$ cat src/rtl/uart_tx_fifo_drain_pkg.sv
// Shared types and helpers for the UART transmit drain.
// Contents: serializer state enum, default byte width / burst size,
//           and a baud divisor helper for deriving CLKS_PER_BIT.
package uart_tx_fifo_drain_pkg;

   typedef enum logic [1:0] {
      IDLE  = 2'd0,
      START = 2'd1,
      DATA  = 2'd2,
      STOP  = 2'd3
   } state_t;

   localparam int DEF_W = 8;
   localparam int DEF_N = 4;

   // Rounded clock-to-baud divisor, e.g. 50 MHz / 115200 -> 434.
   function automatic int clks_per_bit(input int clk_hz, input int baud);
      return (clk_hz + baud / 2) / baud;
   endfunction

endpackage

$ cat src/rtl/uart_tx_fifo_drain_if.sv
// Pop-side handshake between the shared byte FIFO and the UART drain.
// Signals: can_pop (entries available, saturated at N), pop (entries taken
//          this cycle), pop_data (head entries, index 0 = oldest).
interface uart_tx_fifo_drain_if
   import uart_tx_fifo_drain_pkg::*;
#(
   parameter int W = DEF_W,
   parameter int N = DEF_N
) ();
   localparam int WN = $clog2(N + 1) + 1;

   logic [WN-1:0]       can_pop;
   logic [WN-1:0]       pop;
   logic [N-1:0][W-1:0] pop_data;

   // master: the drain, which decides how many entries to take
   modport master (input can_pop, input pop_data, output pop);
   // slave: the FIFO, which presents entries and applies pop at posedge
   modport slave  (output can_pop, output pop_data, input pop);
endinterface

$ cat src/rtl/uart_tx_fifo_drain_serializer.sv
// Single-byte UART frame engine: start bit, W data bits LSB first, stop bit(s).
// Ports: clk/rst; load+data start a frame when ready; done pulses on the last
//        stop-bit cycle; tx is the registered serial line (idle high).
module uart_tx_fifo_drain_serializer
   import uart_tx_fifo_drain_pkg::*;
#(
   parameter int W            = DEF_W,
   parameter int CLKS_PER_BIT = 434,
   parameter int STOP_BITS    = 1
) (
   input  logic         clk,
   input  logic         rst,
   input  logic         load,
   input  logic [W-1:0] data,
   output logic         ready,
   output logic         done,
   output logic         tx
);
   localparam int BW = (CLKS_PER_BIT > 1) ? $clog2(CLKS_PER_BIT) : 1;
   localparam int CW = (W > 1) ? $clog2(W) : 1;
   localparam logic [BW-1:0] BAUD_LAST = BW'(CLKS_PER_BIT - 1);
   localparam logic [BW-1:0] BAUD_PRE  = BW'(CLKS_PER_BIT - 2);
   localparam logic [CW-1:0] DATA_LAST = CW'(W - 1);
   localparam logic [CW-1:0] STOP_LAST = CW'(STOP_BITS - 1);

   state_t        state;
   logic [BW-1:0] baud;
   logic [CW-1:0] bit_idx;
   logic [W-1:0]  shreg;
   logic          baud_last;

   assign baud_last = (baud == BAUD_LAST);
   // A new byte can be taken while idle, or on the final stop-bit cycle so
   // that consecutive frames run back-to-back with no idle gap.
   assign ready = (state == IDLE) || done;

   always_ff @(posedge clk) begin
      if (rst) begin
         state   <= IDLE;
         baud    <= '0;
         bit_idx <= '0;
         shreg   <= '0;
         tx      <= 1'b1;
         done    <= 1'b0;
      end else begin
         done <= 1'b0;
         case (state)
            IDLE: begin
               if (load) begin
                  state   <= START;
                  shreg   <= data;
                  tx      <= 1'b0;
                  baud    <= '0;
                  bit_idx <= '0;
               end
            end
            START: begin
               if (baud_last) begin
                  baud  <= '0;
                  state <= DATA;
                  tx    <= shreg[0];
                  shreg <= shreg >> 1;
               end else begin
                  baud <= baud + 1'b1;
               end
            end
            DATA: begin
               if (baud_last) begin
                  baud <= '0;
                  if (bit_idx == DATA_LAST) begin
                     state   <= STOP;
                     bit_idx <= '0;
                     tx      <= 1'b1;
                  end else begin
                     bit_idx <= bit_idx + 1'b1;
                     tx      <= shreg[0];
                     shreg   <= shreg >> 1;
                  end
               end else begin
                  baud <= baud + 1'b1;
               end
            end
            STOP: begin
               if (baud_last) begin
                  baud <= '0;
                  if (bit_idx == STOP_LAST) begin
                     bit_idx <= '0;
                     if (load) begin
                        state <= START;
                        shreg <= data;
                        tx    <= 1'b0;
                     end else begin
                        state <= IDLE;
                     end
                  end else begin
                     bit_idx <= bit_idx + 1'b1;
                  end
               end else begin
                  baud <= baud + 1'b1;
                  // One cycle of look-ahead keeps done a plain register.
                  done <= (bit_idx == STOP_LAST) && (baud == BAUD_PRE);
               end
            end
            default: state <= IDLE;
         endcase
      end
   end

endmodule

$ cat src/rtl/uart_tx_fifo_drain.sv
// UART TX drain: pops up to N bytes from the shared FIFO in one cycle, buffers
// them, and sends them as back-to-back frames on tx.
// Ports: clk/rst; fifo (master modport: can_pop/pop_data in, pop out);
//        tx serial line, busy while buffered bytes remain, frame_done per byte.
module uart_tx_fifo_drain
   import uart_tx_fifo_drain_pkg::*;
#(
   parameter int W            = DEF_W,
   parameter int N            = DEF_N,
   parameter int CLKS_PER_BIT = clks_per_bit(50_000_000, 115_200),
   parameter int STOP_BITS    = 1
) (
   input  logic                clk,
   input  logic                rst,
   uart_tx_fifo_drain_if.master fifo,
   output logic                tx,
   output logic                busy,
   output logic                frame_done
);
   localparam int WN   = $clog2(N + 1) + 1;
   localparam int CNTW = $clog2(N + 1);
   localparam int NXT  = (N > 1) ? 1 : 0;

   logic [N-1:0][W-1:0] buffer;   // buffer[0] is the byte currently on the line
   logic [CNTW-1:0]     count;
   logic [WN-1:0]       take;
   logic                ser_ready;
   logic                load;
   logic [W-1:0]        load_data;

   // Pops only when nothing is buffered; can_pop above N is clipped.
   always_comb begin
      take = '0;
      if (!rst && count == '0) begin
         if (fifo.can_pop > WN'(N)) take = WN'(N);
         else                       take = fifo.can_pop;
      end
   end

   assign fifo.pop = take;
   assign busy     = (count != '0);

   // The first byte of a burst goes straight from the FIFO head into the
   // serializer on the pop edge; later bytes come from buffer[1] on the
   // frame_done edge, just before the buffer shifts down.
   assign load      = ser_ready && ((take != '0) || (count > CNTW'(1)));
   assign load_data = (count == '0) ? fifo.pop_data[0] : buffer[NXT];

   always_ff @(posedge clk) begin
      if (rst) begin
         buffer <= '0;
         count  <= '0;
      end else if (take != '0) begin
         buffer <= fifo.pop_data;
         count  <= CNTW'(take);
      end else if (frame_done && count != '0) begin
         for (int i = 0; i < N - 1; i++) buffer[i] <= buffer[i+1];
         buffer[N-1] <= '0;
         count       <= count - 1'b1;
      end
   end

   uart_tx_fifo_drain_serializer #(
      .W            (W),
      .CLKS_PER_BIT (CLKS_PER_BIT),
      .STOP_BITS    (STOP_BITS)
   ) u_ser (
      .clk   (clk),
      .rst   (rst),
      .load  (load),
      .data  (load_data),
      .ready (ser_ready),
      .done  (frame_done),
      .tx    (tx)
   );

endmodule
$ cat src/flat_wrapper.sv
// flat-port wrapper written by rule: the top's interface ports become plain ports
module uart_tx_fifo_drain_flat import uart_tx_fifo_drain_pkg::*;
#(
   parameter int W            = DEF_W,
   parameter int N            = DEF_N,
   parameter int CLKS_PER_BIT = clks_per_bit(50_000_000, 115_200),
   parameter int STOP_BITS    = 1
)
  (clk, rst, tx, busy, frame_done, fifo_can_pop, fifo_pop_data, fifo_pop);
  uart_tx_fifo_drain_if #(.W(W), .N(N)) fifo_i ();
  input  logic clk;
  input  logic rst;
  output logic tx;
  output logic busy;
  output logic frame_done;
  input wire logic [$bits(fifo_i.can_pop)-1:0] fifo_can_pop;
  input wire logic [$bits(fifo_i.pop_data)-1:0] fifo_pop_data;
  output wire logic [$bits(fifo_i.pop)-1:0] fifo_pop;
  assign fifo_i.can_pop = fifo_can_pop;
  assign fifo_i.pop_data = fifo_pop_data;
  assign fifo_pop = fifo_i.pop;
  uart_tx_fifo_drain #(.W(W), .N(N), .CLKS_PER_BIT(CLKS_PER_BIT), .STOP_BITS(STOP_BITS)) u_core (.clk(clk), .rst(rst), .fifo(fifo_i), .tx(tx), .busy(busy), .frame_done(frame_done));
endmodule
$ cat config.mk
export PLATFORM = sky130hd
export DESIGN_NAME = uart_tx_fifo_drain_flat
export DESIGN_NICKNAME = d
export VERILOG_FILES = /design/src/rtl/uart_tx_fifo_drain_pkg.sv /design/src/rtl/uart_tx_fifo_drain_if.sv /design/src/rtl/uart_tx_fifo_drain_serializer.sv /design/src/rtl/uart_tx_fifo_drain.sv /design/src/flat_wrapper.sv
export SDC_FILE = /design/constraint.sdc
export NUM_CORES = 1
export LEC_CHECK = 0
export ABC_AREA = 0
export ABC_CLOCK_PERIOD_IN_PS = 2100
export CAP_MARGIN = 20
export CELL_PAD_IN_SITES_DETAIL_PLACEMENT = 1
export CELL_PAD_IN_SITES_GLOBAL_PLACEMENT = 1
export CORE_MARGIN = 5
export CORE_UTILIZATION = 37
export CTS_BUF_LIST = sky130_fd_sc_hd__clkbuf_2 sky130_fd_sc_hd__clkbuf_4 sky130_fd_sc_hd__clkbuf_8
export DETAILED_ROUTE_END_ITERATION = 16
export PLACE_DENSITY = 0.84
export SYNTH_ARGS = -nofsm -noshare
export SYNTH_HDL_FRONTEND = slang
export SYNTH_SLANG_ARGS = --single-unit
export TNS_END_PERCENT = 20
$ cat constraint.sdc
create_clock -name clk -period 2.1 [get_ports clk]
set_input_delay 0.21 -clock clk [delete_from_list [all_inputs] [get_ports clk]]
set_output_delay 0.21 -clock clk [all_outputs]
set_load 0.02 [all_outputs]
==> flow_summary.ini <==
[power]
swShare_pct = 37.41
p_int_mw = 2.384
power_frac_clock_pct = 19.5
combPwrFrac_pct = 48.3
total_power_mw = 3.808
power_frac_seq_pct = 32.3
irDropWorstVdd_mv = 0.3480
leakagePower_nw = 1.466
power_switching_mw = 1.425
p_per_area_nw_per_um2 = 990.5

[global_routing]
grt_max_degree = 60
antenna_found_initial = 0
grtUsageTotal_pct = 17.82
grt_first_pass_wirelength_um = 14230
gr-total-overflow = 0
grt_pass1_vias = 2951

[sta]
setup_tns_ns = -0.3026
setup_viol_count_final = 7
finalHoldViolCount = 0
max_freq_mhz = 456.3
post-route-period-util_pct = 104.4
slew_viol_final = 0
fin_crit_ns = 2.192
fin_skew_ns = 0.007121
setup_ws_ns = -0.09175
relSlewSlack_pct = 59.48
worst-slew-pin-transition_ns = 0.6077
rsz0062_at_grt = yes

[worst_setup_path]
rr_startpoint = u_core.u_ser.baud[1]
cp.required_ns = 2.34
worst_setup_path_start_kind = register
cp_data_arrival_time_ns = 2.44
cp-startpoint = u_core.u_ser.baud[1]
reg2reg_depth = 7
r2r-end = u_core.u_ser.shreg[6]
crit_end = u_core.u_ser.shreg[6]
crit_path_max_fanout = 6
r2r_slack_ns = -0.09
worstSetupEndpointType = register
path_class = reg2reg

[die]
coreArea_sq_um = 7292
num_rows = 31
dieArea_sq_um = 9348
die_y_um = 96.69
die-width_um = 96.69
ios = 45
start_util_pct = 38.13

[logic_synthesis]
synth_area_leaders = dfxtp_1 37%, nand2_1 7.0%, ha_1 6.3%
synth-edff-count = 0
synthesis.nets = 398
ys_seq_area_share_pct = 36.72
yosysTopAreaCellShare_pct = 36.72
ys_ff_latch = 51
ys_warn_count = 0
async_flop_share_pct = 0
synth_common_cells = 52 x nand2_1, 51 x dfxtp_1, 30 x nor2_1
ys.flop_type = dfxtp_1
postSynthAreaPerCell_sq_um = 8.035
syn_area_sq_um = 2780
synth_top_area_cell = dfxtp_1
synth.most_common_cell = nand2_1
yosys.cell_types.count = 49
syn_inst = 346

[hold_path]
hold_class = in2reg
hold_depth = 3

[layout]
areaGrowthSynthToFinish_pct = 38.30
finalNetCount = 472
postLayoutCellArea_sq_um = 3845
final_util_pct = 52.73
antennaDiodeCount = 0
drive_gt1_share_pct = 20.90

[clock_network]
cts.sinks = 51
insertion_delay_ns = 0.31
cts_buffers = 5
path_clk_slew_ns = 0.10
cts_max_path_buffers = 2
cts_tree = yes
cts-root-buf = clkbuf_8
htreeDepth = 2

[placed_design]
place_hpwl_um = 6269
dpl_cell_area_sq_um = 3578
io_buffer_count = 43
gp_congestion = 0.8883

[route]
drt_iter0_markers = 96
wl_per_cell_um = 17.49
num_vias = 2831
drc = 0
drt_first_pass_iters = 4
postRouteAntennaNets = 0
via_per_inst = 5.444
routed_wl_um = 9095

[flow_run]
max_cap_viol_count = 0

[run_status]
status = finished, violations left
violations = setup timing
==> stage by stage <==
stage          setup WS [ns]  instances  hold WS (ns)
6_report            -0.09175        520        0.4420
5_1_grt              -0.1161        520        0.4409
4_1_cts             -0.08553        518        0.4374
3_5_place_dp         -0.2917        510        0.4479
3_3_place_gp         -0.1729        510        0.4431
2_1_floorplan      0.0009681        346        0.3460
==> cells in the final DEF, fill, tap and decap left out, types with 8 or more instances in the layout <==
cell             instances
buf_4                   43
nor2_1                  30
a21oi_1                 27
dfxtp_1                 45
clkdlybuf4s50_1         38
nand2b_1                 8
ha_1                     8
nand3_1                 14
a311oi_1                12
mux2i_1                 11
o21ai_0                 19
nand2_1                 52
==> state kept, by name, summed over array words and instances, names as in the netlist <==
signal	count
u_core.u_ser.done	1
u_core.buffer	24
u_core.u_ser.tx	1
u_core.u_ser.baud	9
u_core.u_ser.state	2
u_core.count	3
u_core.u_ser.shreg	8
u_core.u_ser.bit_idx	3
==> critical path: stages, from the launching register on <==
cell      delay [ns]
dfxtp_2         0.34
inv_2           0.07
ha_4            0.12
nand4b_1        0.17
a211o_1         0.38
a221o_2         0.43
or4b_1          0.52
o21ai_1         0.10
==> power groups by stage <==
stage | Combinational (mW) | Clock, mW | Sequential (mW)
finish | 1.84 | 0.741 | 1.23
global route | 1.98 | 0.793 | 1.25
CTS | 1.60 | 0.756 | 1.22
detailed placement | 1.58 | 0 | 1.23
global placement | 1.50 | 0 | 1.22
floorplan | 0.917 | 0 | 1.23
==> worst min path at each step <==
| stage | slack (ns) | startpoint | endpoint |
|---|---|---|---|
| after floorplan | 0.35 | fifo_pop_data[24] | u_core.buffer[24] |
| after global placement | 0.44 | u_core.buffer[23] | u_core.buffer[23] |
| after detailed placement | 0.45 | u_core.buffer[23] | u_core.buffer[23] |
| after CTS | 0.44 | fifo_pop_data[28] | u_core.buffer[28] |
| after global routing | 0.44 | fifo_pop_data[30] | u_core.buffer[30] |
| final | 0.44 | fifo_pop_data[28] | u_core.buffer[28] |
==> layout make-up <==
| cell class | count | area [sq um] |
|---|---|---|
| sequential | 51 | 1031 |
| multi-input combinational | 263 | 1753 |
| clock inverter | 2 | 38.79 |
| timing repair buffer | 89 | 778.2 |
| fill | 911 | 3447 |
| clock buffer | 6 | 82.58 |
| inverter | 10 | 37.54 |
| tap | 99 | 123.9 |
==> timing repair <==
action / CTS / global route
buffers inserted: 0 / 1
hold buffers: 0 / 0
setup endpoints to repair: 16 / 18
pin swaps: 1 / 10
gates resized for setup: 11 / 33
cloned: 0 / 1
==> layer usage <==
metal	vias to the layer above	GRT usage [%]	routed length, um
met5	-	0	0
met4	0	3.780	168
met3	13	3.094	318
met2	61	31.48	4702
met1	1385	22.67	3906
li1	1372	-	-
==> cells by family after synthesis <==
group           Yosys count  synth area share, %
mux                      12                4.366
other cells               1               0.1349
simple gates            145                26.55
compound gates           90                21.20
buf+inv                  33                4.726
fa+ha+maj                14                6.301
flops                    51                36.72
(Power assumes the default switching activity.)
==> RTL change (same settings) <==
Encoding of `state_t`: now one-hot (4 bits for 4 states).
--- a/src/rtl/uart_tx_fifo_drain_pkg.sv
+++ b/src/rtl/uart_tx_fifo_drain_pkg.sv
@@ -4,9 +4,9 @@
 package uart_tx_fifo_drain_pkg;
 
-   typedef enum logic [1:0] {
-      IDLE  = 2'd0,
-      START = 2'd1,
-      DATA  = 2'd2,
-      STOP  = 2'd3
+   typedef enum logic [3:0] {
+      IDLE  = 4'b0001,
+      START = 4'b0010,
+      DATA  = 4'b0100,
+      STOP  = 4'b1000
    } state_t;
 
Formal check against the unedited RTL: no difference found for any inputs over 10 cycles, from zero or initial values and one cycle with rst high; not proved beyond that.
==> RTL change against the unedited design <==
Worst setup slack better by 0.16 ns. Cell area is 1.2% higher. Core utilization shrank 2.4 points. Synthesized area up 5.0%. First-iteration DRC count grew 79%. Power down 8.3%. Wire length fell by 2.2%. Sequential cell count grew 2. Worst hold slack worse by 0.052 ns. Global-route usage is 0.14 points lower. Largest cell class unchanged. Highest routed layer unchanged.
==> RTL change: results (changes against the unedited design) <==
----------------------------------------------------
[Yosys]
  Xor/xnor cell area share of the yosys netlist ... 0.0270 (+0.0270)
  Instance count of the mapped netlist ... 349 (+0.87%)
  Compound-Gate Fraction of Synth Area ... 0.192 (-0.0200)
  Mux share of post-synthesis cell area ... 0.0737 (+0.0300)
  Ranking of synthesized cells by area ... sky130_fd_sc_hd__dfxtp_1 36%, sky130_fd_sc_hd__mux2i_1 6.9%, sky130_fd_sc_hd__nand2_1 6.2%, sky130_fd_sc_hd__nor2_1 5.3%, sky130_fd_sc_hd__a311oi_1 3.9%
  Unique cell type count in the Yosys netlist ... 58 (+18%)
  Net Count, Synth ... 396 (-0.50%)
  Area share of fa/ha/maj cells after synthesis ... 0.0386 (-0.0244)
  Synth top cells by count ... 53 x sky130_fd_sc_hd__dfxtp_1, 48 x sky130_fd_sc_hd__nand2_1, 41 x sky130_fd_sc_hd__nor2_1

[Cells and area]
  Number of standard cells in the layout, taps in and fillers out ... 519 (-0.19%)
  Net total in the final layout ... 463 (-1.9%)
  Share of cells above drive strength 1 ... 0.194 (-0.0148)

[Route]
  Detailed-router iteration count before antenna repair ... 4 (unchanged)
  Post-DR wirelength/cell ... 17.1 um (-2.1%)
  Vias after detailed routing ... 2807 (-0.85%)
  Initial detailed-routing violation count ... 172 (+79%)

[Critical path]
  Crit path from ... u_core.count[0]
  Arrival time reported for the critical path endpoint ... 2.28 ns (-0.16 ns)
  Launching point of the worst reg2reg path ... u_core.count[0]
  R2R setup slack ... 0.07 ns (+0.16 ns)
  Crit path largest cell delay ... 0.50 ns (-0.02 ns)
  Top fanout value on the critical path ... 5 (-1)
  Slowest cell on the critical path ... sky130_fd_sc_hd__or4_1

[Placement]
  Number of placed instances with taps included ... 509 (-0.20%)
  Weighted congestion at the end of routability-driven global placement ... 0.807 (-9.1%)
  Placed cell areas ... 0.00368 mm2 (+2.9%)
  DP Worst Slack ... -0.261 ns (+0.0304 ns)
  Final HPWL DP ... 6370 um (+1.6%)

[Min path]
  Classification of the worst-slack hold path ... in -> reg
  Start point of the worst hold path ... rst

[STA]
  Post-route clock period utilization ... 0.967 (-0.0771)
  Hold WS ... 0.390 ns (-0.0518 ns)

[Global route]
  Global-route met1 utilization ... 0.219 (-0.00765)
  Pin count of the biggest net entering global routing ... 37 (-38%)
  All-Layer GR Usage ... 0.177 (-0.00141)
  Wire length of the first global-routing pass ... 14100 um (-0.63%)
  Met3 track utilization from global routing ... 0.0226 (-0.00829)
  Met2 track utilization from global routing ... 0.315 (+0.000327)

[Power]
  Worst-case vdd ir drop ... 337 uV (-3.2%)
  Net switching power ... 0.00123 W (-13%)
  Leakage power summed over all cells ... 1.48 nW (+0.72%)

[Status]
  Result of the run ... finished, final reports clean

----------------------------------------------------
RTL change: cell types whose count changed after synthesis, sizes merged, moves of 4 or more:
cell and change:
nor4b +4, a21oi -9, nand2b +4, ha -5
o21ai -23, nor2 +12, or4b -4, xnor2 +7
a211o +7, mux2i +9, nand2 -4
RTL change: power by group through the flow:
stage	Sequential, W	Combinational [W]	Clock, W
after floorplan	0.00123	0.000870	0
after detailed placement	0.00127	0.00139	0
after global routing	0.00128	0.00163	0.000779
after CTS	0.00125	0.00141	0.000746
after global placement	0.00126	0.00132	0
final	0.00126	0.00150	0.000735
RTL change: cells by family after synthesis:
family,after synthesis
and+or+nand+nor,151
AOI/OAI and AO/OA,74
buffers and inverters,31
xor gates and xnor gates,9
other,1
adders and majority gates,9
DFF,53
muxes,21
RTL change: per-layer routing:
metal | vias to the layer above | share of wire
met3 | 18 | 0.029
met5 | - | 0
met4 | 0 | 0.021
li1 | 1376 | -
met1 | 1363 | 0.45
met2 | 50 | 0.50
RTL change: layout make-up:
| class | count | area, um2 |
|---|---|---|
| multi-input cells | 265 | 1800 |
| clock buffers | 6 | 76.3 |
| clock inverters | 2 | 38.8 |
| flip-flops and latches | 53 | 1070 |
| inverters | 8 | 32.5 |
| repair buffers | 83 | 747 |
| fillers | 906 | 3830 |
| well taps | 102 | 128 |
RTL change: timing repair:
item                       CTS  global route
hold endpoints to repair     0             0
buffers inserted             0             2
hold buffers                 0             0
setup endpoints to repair    8            35
pin swaps                    0             4
gates resized for setup      8            24
RTL change: worst paths after layout:
kind                                        endpoint  depth (start not counted)
worst max-delay path            u_core.u_ser.baud[5]                          7
worst min-delay path                 u_core.count[1]                          3
worst max register to register  u_core.u_ser.baud[5]                          7
worst min register to register     u_core.buffer[22]                          2
